File: src/rtl/ex_wb_stage_pkg.sv
`default_nettype none
// ============================================================================
// Module   : cpu_pkg
// Brief    : Shared widths, stage-register layout and writeback FSM states.
// Revision : 1.0
// ============================================================================
package cpu_pkg;

    localparam int DATA_W = 8;
    localparam int REG_W  = 3;
    localparam int PC_W   = 16;

    typedef enum logic [0:0] {
        RUN    = 1'b0,
        SQUASH = 1'b1
    } wb_state_e;

    typedef struct packed {
        logic              valid;
        logic              reg_write;
        logic              branch;
        logic [REG_W-1:0]  dest;
        logic [DATA_W-1:0] result;
        logic [PC_W-1:0]   target;
    } stage_t;

endpackage
`default_nettype wire

File: src/rtl/ex_wb_stage_if.sv
`default_nettype none
// ============================================================================
// Module   : ex_wb_stage_if
// Brief    : ALU-to-writeback bundle; slave is the stage, master the upstream.
// Revision : 1.0
// ============================================================================
interface ex_wb_stage_if
    import cpu_pkg::*;
();
    logic              valid_i;
    logic              stall_i;
    logic [DATA_W-1:0] alu_result_i;
    logic              alu_branch_i;
    logic [PC_W-1:0]   branch_target_i;
    logic [REG_W-1:0]  dest_reg_i;
    logic              reg_write_i;
    logic [REG_W-1:0]  src1_i;
    logic [REG_W-1:0]  src2_i;

    logic              wb_en_o;
    logic [REG_W-1:0]  wb_reg_o;
    logic [DATA_W-1:0] wb_data_o;
    logic              branch_o;
    logic [PC_W-1:0]   branchloc_o;
    logic              squashing_o;
    logic              fwd1_o;
    logic              fwd2_o;
    logic [DATA_W-1:0] fwd_data_o;
    logic [15:0]       retired_o;

    modport slave (
        input  valid_i, stall_i, alu_result_i, alu_branch_i, branch_target_i,
               dest_reg_i, reg_write_i, src1_i, src2_i,
        output wb_en_o, wb_reg_o, wb_data_o, branch_o, branchloc_o,
               squashing_o, fwd1_o, fwd2_o, fwd_data_o, retired_o
    );

    modport master (
        output valid_i, stall_i, alu_result_i, alu_branch_i, branch_target_i,
               dest_reg_i, reg_write_i, src1_i, src2_i,
        input  wb_en_o, wb_reg_o, wb_data_o, branch_o, branchloc_o,
               squashing_o, fwd1_o, fwd2_o, fwd_data_o, retired_o
    );
endinterface
`default_nettype wire

File: src/rtl/ex_wb_stage_squash_ctrl.sv
`default_nettype none
// ============================================================================
// Module   : squash_ctrl
// Brief    : RUN/SQUASH tracker discarding SQUASH_N accepts after a branch.
// Revision : 1.0
// ============================================================================
module squash_ctrl
    import cpu_pkg::*;
#(
    parameter int SQUASH_N = 2
) (
    input  wire logic clk,
    input  wire logic rst,
    input  wire logic acc_i,
    input  wire logic branch_i,
    output logic      run_o,
    output logic      squashing_o
);
    localparam logic [0:0] S_RUN    = 1'(RUN);
    localparam logic [0:0] S_SQUASH = 1'(SQUASH);
    localparam logic [2:0] C_SQUASH_N = 3'(SQUASH_N);

    logic [0:0] state_q, state_d;
    logic [2:0] cnt_q, cnt_d;

    // Only accepted inputs consume squash slots; stalls and bubbles leave the count alone.
    always_comb begin
        state_d = state_q;
        cnt_d   = cnt_q;
        if (state_q == S_RUN) begin
            if (branch_i) begin
                state_d = S_SQUASH;
                cnt_d   = C_SQUASH_N;
            end
        end else if (acc_i) begin
            if (cnt_q == 3'd1) begin
                state_d = S_RUN;
                cnt_d   = 3'd0;
            end else begin
                cnt_d = cnt_q - 3'd1;
            end
        end
    end

    always_ff @(posedge clk or posedge rst) begin
        if (rst) begin
            state_q <= S_RUN;
            cnt_q   <= 3'd0;
        end else begin
            state_q <= state_d;
            cnt_q   <= cnt_d;
        end
    end

    assign run_o       = (state_q == S_RUN);
    assign squashing_o = (state_q == S_SQUASH);
endmodule
`default_nettype wire

File: src/rtl/ex_wb_stage.sv
`default_nettype none
// ============================================================================
// Module   : ex_wb_stage
// Brief    : EX->WB register with branch redirect, wrong-path squash, forwarding.
// Revision : 1.0
// ============================================================================
module ex_wb_stage
    import cpu_pkg::*;
#(
    parameter int SQUASH_N = 2
) (
    input  wire logic    clk,
    input  wire logic    rst,
    ex_wb_stage_if.slave bus
);
    stage_t      stage_q, stage_d;
    logic [15:0] retired_q, retired_d;
    logic        w_acc;
    logic        w_cap;
    logic        w_run;
    logic        w_wb_en;

    assign w_acc = bus.valid_i & ~bus.stall_i;
    assign w_cap = w_acc & w_run;

    squash_ctrl #(
        .SQUASH_N (SQUASH_N)
    ) u_squash_ctrl (
        .clk         (clk),
        .rst         (rst),
        .acc_i       (w_acc),
        .branch_i    (w_cap & bus.alu_branch_i),
        .run_o       (w_run),
        .squashing_o (bus.squashing_o)
    );

    // Payload fields keep their old value on bubbles so wb_reg/wb_data and branchloc hold.
    always_comb begin
        stage_d       = stage_q;
        stage_d.valid = w_cap;
        if (w_cap) begin
            stage_d.reg_write = bus.reg_write_i;
            stage_d.branch    = bus.alu_branch_i;
            stage_d.dest      = bus.dest_reg_i;
            stage_d.result    = bus.alu_result_i;
            if (bus.alu_branch_i) begin
                stage_d.target = bus.branch_target_i;
            end
        end
        retired_d = retired_q + 16'(w_cap);
    end

    always_ff @(posedge clk or posedge rst) begin
        if (rst) begin
            stage_q   <= '0;
            retired_q <= 16'd0;
        end else begin
            stage_q   <= stage_d;
            retired_q <= retired_d;
        end
    end

    assign w_wb_en         = stage_q.valid & stage_q.reg_write;
    assign bus.wb_en_o     = w_wb_en;
    assign bus.wb_reg_o    = stage_q.dest;
    assign bus.wb_data_o   = stage_q.result;
    assign bus.branch_o    = stage_q.valid & stage_q.branch;
    assign bus.branchloc_o = stage_q.target;
    assign bus.retired_o   = retired_q;

    // The regfile returns the old value in the write cycle, so readers take this path instead.
    assign bus.fwd1_o     = w_wb_en & (bus.src1_i == stage_q.dest);
    assign bus.fwd2_o     = w_wb_en & (bus.src2_i == stage_q.dest);
    assign bus.fwd_data_o = stage_q.result;
endmodule
`default_nettype wire

File: src/flat_wrapper.sv
// flat-port wrapper written by rule: the top's interface ports become plain ports
module ex_wb_stage_flat import cpu_pkg::*;
#(
    parameter int SQUASH_N = 2
)
  (clk, rst, bus_valid_i, bus_stall_i, bus_alu_result_i, bus_alu_branch_i, bus_branch_target_i, bus_dest_reg_i, bus_reg_write_i, bus_src1_i, bus_src2_i, bus_wb_en_o, bus_wb_reg_o, bus_wb_data_o, bus_branch_o, bus_branchloc_o, bus_squashing_o, bus_fwd1_o, bus_fwd2_o, bus_fwd_data_o, bus_retired_o);
  ex_wb_stage_if bus_i ();
  input  wire logic clk;
  input  wire logic rst;
  input wire logic [$bits(bus_i.valid_i)-1:0] bus_valid_i;
  input wire logic [$bits(bus_i.stall_i)-1:0] bus_stall_i;
  input wire logic [$bits(bus_i.alu_result_i)-1:0] bus_alu_result_i;
  input wire logic [$bits(bus_i.alu_branch_i)-1:0] bus_alu_branch_i;
  input wire logic [$bits(bus_i.branch_target_i)-1:0] bus_branch_target_i;
  input wire logic [$bits(bus_i.dest_reg_i)-1:0] bus_dest_reg_i;
  input wire logic [$bits(bus_i.reg_write_i)-1:0] bus_reg_write_i;
  input wire logic [$bits(bus_i.src1_i)-1:0] bus_src1_i;
  input wire logic [$bits(bus_i.src2_i)-1:0] bus_src2_i;
  output wire logic [$bits(bus_i.wb_en_o)-1:0] bus_wb_en_o;
  output wire logic [$bits(bus_i.wb_reg_o)-1:0] bus_wb_reg_o;
  output wire logic [$bits(bus_i.wb_data_o)-1:0] bus_wb_data_o;
  output wire logic [$bits(bus_i.branch_o)-1:0] bus_branch_o;
  output wire logic [$bits(bus_i.branchloc_o)-1:0] bus_branchloc_o;
  output wire logic [$bits(bus_i.squashing_o)-1:0] bus_squashing_o;
  output wire logic [$bits(bus_i.fwd1_o)-1:0] bus_fwd1_o;
  output wire logic [$bits(bus_i.fwd2_o)-1:0] bus_fwd2_o;
  output wire logic [$bits(bus_i.fwd_data_o)-1:0] bus_fwd_data_o;
  output wire logic [$bits(bus_i.retired_o)-1:0] bus_retired_o;
  assign bus_i.valid_i = bus_valid_i;
  assign bus_i.stall_i = bus_stall_i;
  assign bus_i.alu_result_i = bus_alu_result_i;
  assign bus_i.alu_branch_i = bus_alu_branch_i;
  assign bus_i.branch_target_i = bus_branch_target_i;
  assign bus_i.dest_reg_i = bus_dest_reg_i;
  assign bus_i.reg_write_i = bus_reg_write_i;
  assign bus_i.src1_i = bus_src1_i;
  assign bus_i.src2_i = bus_src2_i;
  assign bus_wb_en_o = bus_i.wb_en_o;
  assign bus_wb_reg_o = bus_i.wb_reg_o;
  assign bus_wb_data_o = bus_i.wb_data_o;
  assign bus_branch_o = bus_i.branch_o;
  assign bus_branchloc_o = bus_i.branchloc_o;
  assign bus_squashing_o = bus_i.squashing_o;
  assign bus_fwd1_o = bus_i.fwd1_o;
  assign bus_fwd2_o = bus_i.fwd2_o;
  assign bus_fwd_data_o = bus_i.fwd_data_o;
  assign bus_retired_o = bus_i.retired_o;
  ex_wb_stage #(.SQUASH_N(SQUASH_N)) u_core (.clk(clk), .rst(rst), .bus(bus_i));
endmodule
File: config.mk
export PLATFORM = sky130hd
export DESIGN_NAME = ex_wb_stage_flat
export DESIGN_NICKNAME = d
export VERILOG_FILES = /design/src/rtl/ex_wb_stage_pkg.sv /design/src/rtl/ex_wb_stage_if.sv /design/src/rtl/ex_wb_stage_squash_ctrl.sv /design/src/rtl/ex_wb_stage.sv /design/src/flat_wrapper.sv
export SDC_FILE = /design/constraint.sdc
export NUM_CORES = 1
export LEC_CHECK = 0
export BUFFER_PORTS_ARGS = -buffer_cell sky130_fd_sc_hd__buf_2
export CELL_PAD_IN_SITES_DETAIL_PLACEMENT = 1
export CELL_PAD_IN_SITES_GLOBAL_PLACEMENT = 1
export CORE_ASPECT_RATIO = 1.2
export CORE_MARGIN = 1.5
export CORE_UTILIZATION = 36
export DETAILED_ROUTE_END_ITERATION = 8
export PLACE_DENSITY = 0.81
export SETUP_SLACK_MARGIN = 0.1
export SLEW_MARGIN = 20
export SYNTH_ARGS = -nofsm -noshare
export SYNTH_HDL_FRONTEND = slang
export SYNTH_SLANG_ARGS = --single-unit
File: constraint.sdc
create_clock -name clk -period 2.86 [get_ports clk]
set_clock_uncertainty 0.2 [all_clocks]
set_input_delay 0.143 -clock clk [delete_from_list [all_inputs] [get_ports clk]]
set_output_delay 0.143 -clock clk [all_outputs]
set_load 0.02 [all_outputs]
==> results.py <==
metrics = {
    "worst_setup_path": {
        "setup.worst_path.end": "u_core.bus.retired_o[12]$_DFF_PP0_",
        "critPathKind": "in2reg",
        "critPathLaunch": "bus_stall_i",
        "cp-start-kind": "input port",
        "rr_worst_depth": 8,
        "cp_cell_sequence": "dlygate4sd3_1 -> buf_2 -> or3b_4 -> clkinv_2 -> and2_1 -> ha_1 -> nand3_1 -> nor2_1 -> nand3_1 -> xnor2_1",
        "critPathMaxStageDelay_ns": 0.52,
        "crit_path_end_kind": "register",
        "cp_common_cell": "nand3_1",
        "worstPathRequired_ns": 2.83,
        "crit_arrival_ns": 2.48,
        "r2r_start": "u_core.u_squash_ctrl.squashing_o$_DFF_PP0_",
        "cp_max_fo": 17,
        "reg2reg_slack_ns": 0.41,
        "r2r-end": "u_core.bus.retired_o[12]$_DFF_PP0_",
        "cp_slowest_cell": "dlygate4sd3_1",
    },
    "placement": {
        "gp_congestion": 0.799,
        "io_buffers": 94,
        "pre_cts_slack_ns": 0.377,
        "dp_hpwl_mm": 3.72,
    },
    "synthesis": {
        "syn_nets": 268,
        "syn_area_sq_um": 2370,
        "synthCells": 225,
        "synth-seq-cells": 50,
        "yosys.cell_types.count": 28,
        "ys_seq_area_frac": 0.529,
        "ys_warn_count": 0,
        "syn_area_per_cell_sq_um": 10.5,
    },
    "floorplanning": {
        "rows": 32,
        "die_area_sq_um": 7070,
        "die_y_microns": 91.8,
        "initial_core_util": 0.370,
        "core_area_sq_um": 6410,
        "die_w_microns": 77.0,
        "ios": 95,
    },
    "layout": {
        "multi_input_area_sq_um": 798,
        "final-seq-area_sq_um": 1250,
        "final_common_cell": "buf_2",
        "synthToLayoutAreaGrowth_pct": 29.5,
        "diodes": 0,
        "fillCellCount": 755,
        "nets": 362,
        "final_cell_mix": "buf_2, nand2_1, dfrtp_1",
        "drive_above_1_share": 0.344,
    },
    "global_routing": {
        "grt-ovfl-total": 0,
        "grt_use_met1": 0.175,
        "antenna_found_initial": 0,
        "grt_pass1_wl_mm": 9.20,
        "use_met3": 0.0378,
        "grt.busiest_layer": "met2",
        "grt_pass1_vias": 1944,
        "grt_start_max_net_pins": 34,
        "grt.met2_usage": 0.320,
        "track_usage": 0.165,
    },
    "timing": {
        "finalCritPeriodShare": 0.874,
        "setup_viol": 0,
        "slew_violations": 0,
        "hold_viol_final": 0,
        "setup_ws_ns": 0.359,
        "relSlewSlack": 0.510,
        "finalCriticalPeriod_ns": 2.50,
        "tightest_slew_ns": 0.733,
        "fmax_mhz": 400,
        "tns_ns": 0,
        "rsz0062_at_grt": "false",
    },
    "clock_network": {
        "cts_buffer_depth": 2,
        "clkSinkCount": 50,
        "clk_latency_ns": 0.30,
        "path_clk_slew_ns": 0.09,
        "cts-root-buf": "clkbuf_8",
        "cts_tree": "done",
        "cts-buffers-inserted": 5,
        "htree_num_levels": 2,
    },
    "drt": {
        "vias": 1816,
        "first_pass_iters": 3,
        "via_per_inst": 4.48,
        "drt-initial-drc-count": 38,
        "remaining_drc_errors": 0,
        "routed_wl_mm": 5.47,
        "wire_per_inst_microns": 13.5,
        "ant_nets": 0,
    },
    "power": {
        "vdd_drop_max_mv": 0.335,
        "p_per_area_nw_per_um2": 882,
        "p_leak_nw": 1.63,
    },
    "status": {
        "status": "finished, final reports clean",
    },
    "job": {
        "max_cap_viol_count": 0,
    },
    "min_path": {
        "hold_class": "in2async",
    },
}
==> per-stage QoR <==
stage | hold WS (ns) | util | std cells | instance area (sq um) | total power, mW
after CTS | 0.174 | 0.479 | 405 | 3070 | 2.74
after detailed placement | -0.0405 | 0.414 | 365 | 2650 | 2.28
after floorplan | 0.0484 | - | 225 | 2370 | 2.22
final | 0.192 | 0.479 | 405 | 3070 | 2.70
after global routing | 0.210 | 0.479 | 405 | 3070 | 2.89
after global placement | -0.0485 | 0.414 | 365 | 2650 | 2.23
==> critical path, delay by kind of cell <==
family,cells,cell delay [ns]
xor+xnor,1,0.16
fa+ha+maj,1,0.17
buf+inv,3,0.89
simple gates,5,1.12
==> worst min path at each step <==
stage                                       from                                         to  slack [ns]  cells past startpoint
after global placement                       rst     u_core.bus.branchloc_o[13]$_DFFE_PP0P_       -0.05                      2
after detailed placement                     rst     u_core.bus.branchloc_o[13]$_DFFE_PP0P_       -0.04                      2
after floorplan           bus_branch_target_i[0]      u_core.bus.branchloc_o[0]$_DFFE_PP0P_        0.05                      2
after global routing                         rst     u_core.bus.branchloc_o[11]$_DFFE_PP0P_        0.21                      3
after CTS                                    rst  u_core.u_squash_ctrl.cnt_q[0]$_DFFE_PP0P_        0.17                      3
final                                        rst     u_core.bus.branchloc_o[11]$_DFFE_PP0P_        0.19                      3
==> layer usage <==
metal  routed length (microns)  share of wire  vias up
met1                      2040           0.37      881
met3                       243          0.044        7
met4                        66          0.012        0
met5                         0              0        -
met2                      3120           0.57       55
li1                          -              -      873
==> final cells by class <==
| class | instances | share of cell area |
|---|---|---|
| Clock inverter | 1 | 0.00163 |
| Clock buffer | 7 | 0.0282 |
| Sequential cell | 50 | 0.408 |
| Timing Repair Buffer | 127 | 0.260 |
| Multi-Input combinational cell | 130 | 0.260 |
| Inverter | 5 | 0.00653 |
| Tap cell | 85 | 0.0347 |
==> registers in the layout, summed over array words and instances, names as in the netlist <==
register,count
u_core.u_squash_ctrl.cnt_q,3
u_core.bus.fwd_data_o,8
u_core.bus.retired_o,16
u_core.bus.branchloc_o,16
u_core.stage_q,3
u_core.u_squash_ctrl.squashing_o,1
u_core.bus.wb_reg_o,3
==> cells in the mapped netlist, drive strengths merged <==
| library cell | instances | area (sq um) |
|---|---|---|
| and2 | 3 | 18.8 |
| and4 | 1 | 8.76 |
| o211ai | 1 | 7.51 |
| dfrtp | 50 | 1250 |
| xor2 | 11 | 96.3 |
| buf | 39 | 294 |
| o31ai | 2 | 15.0 |
| nor3 | 2 | 15.0 |
| nor2b | 2 | 12.5 |
| clkinv | 1 | 5.00 |
| inv | 4 | 15.0 |
| mux2 | 12 | 135 |
| nand4b | 1 | 8.76 |
| and3 | 3 | 18.8 |
| nor2 | 3 | 11.3 |
| clkbuf | 1 | 3.75 |
| or3b | 1 | 11.3 |
| nand2 | 61 | 229 |
| nand3b | 2 | 15.0 |
| ha | 4 | 50.1 |
| nand3 | 7 | 35.0 |
| nor4 | 2 | 12.5 |
| xnor2 | 9 | 78.8 |
| nand4 | 3 | 18.8 |
==> what timing repair did <==
action                    4_1_cts  5_1_grt
gates resized for setup         0        0
hold buffers                   32        0
hold endpoints to repair       47        0
setup buffers                   0        0
==> logic make-up (layout without fill, tap and decap cells) <==
kind of cell,Yosys count,count (layout),synth area share
fa+ha+maj,4,4,0.0211
mux,12,12,0.0571
xor+xnor,20,20,0.0740
flops,50,50,0.529
compound gates,3,3,0.00951
buf+inv,45,140,0.134
simple gates,91,91,0.175
==> power by group <==
part / switching [mW] / internal [mW] / total [mW]
sequential: 0.194 / 0.976 / 1.17
clock: 0.219 / 0.195 / 0.414
combinational: 0.698 / 0.423 / 1.12
total: 1.11 / 1.59 / 2.70
(Power assumes the default switching activity.)
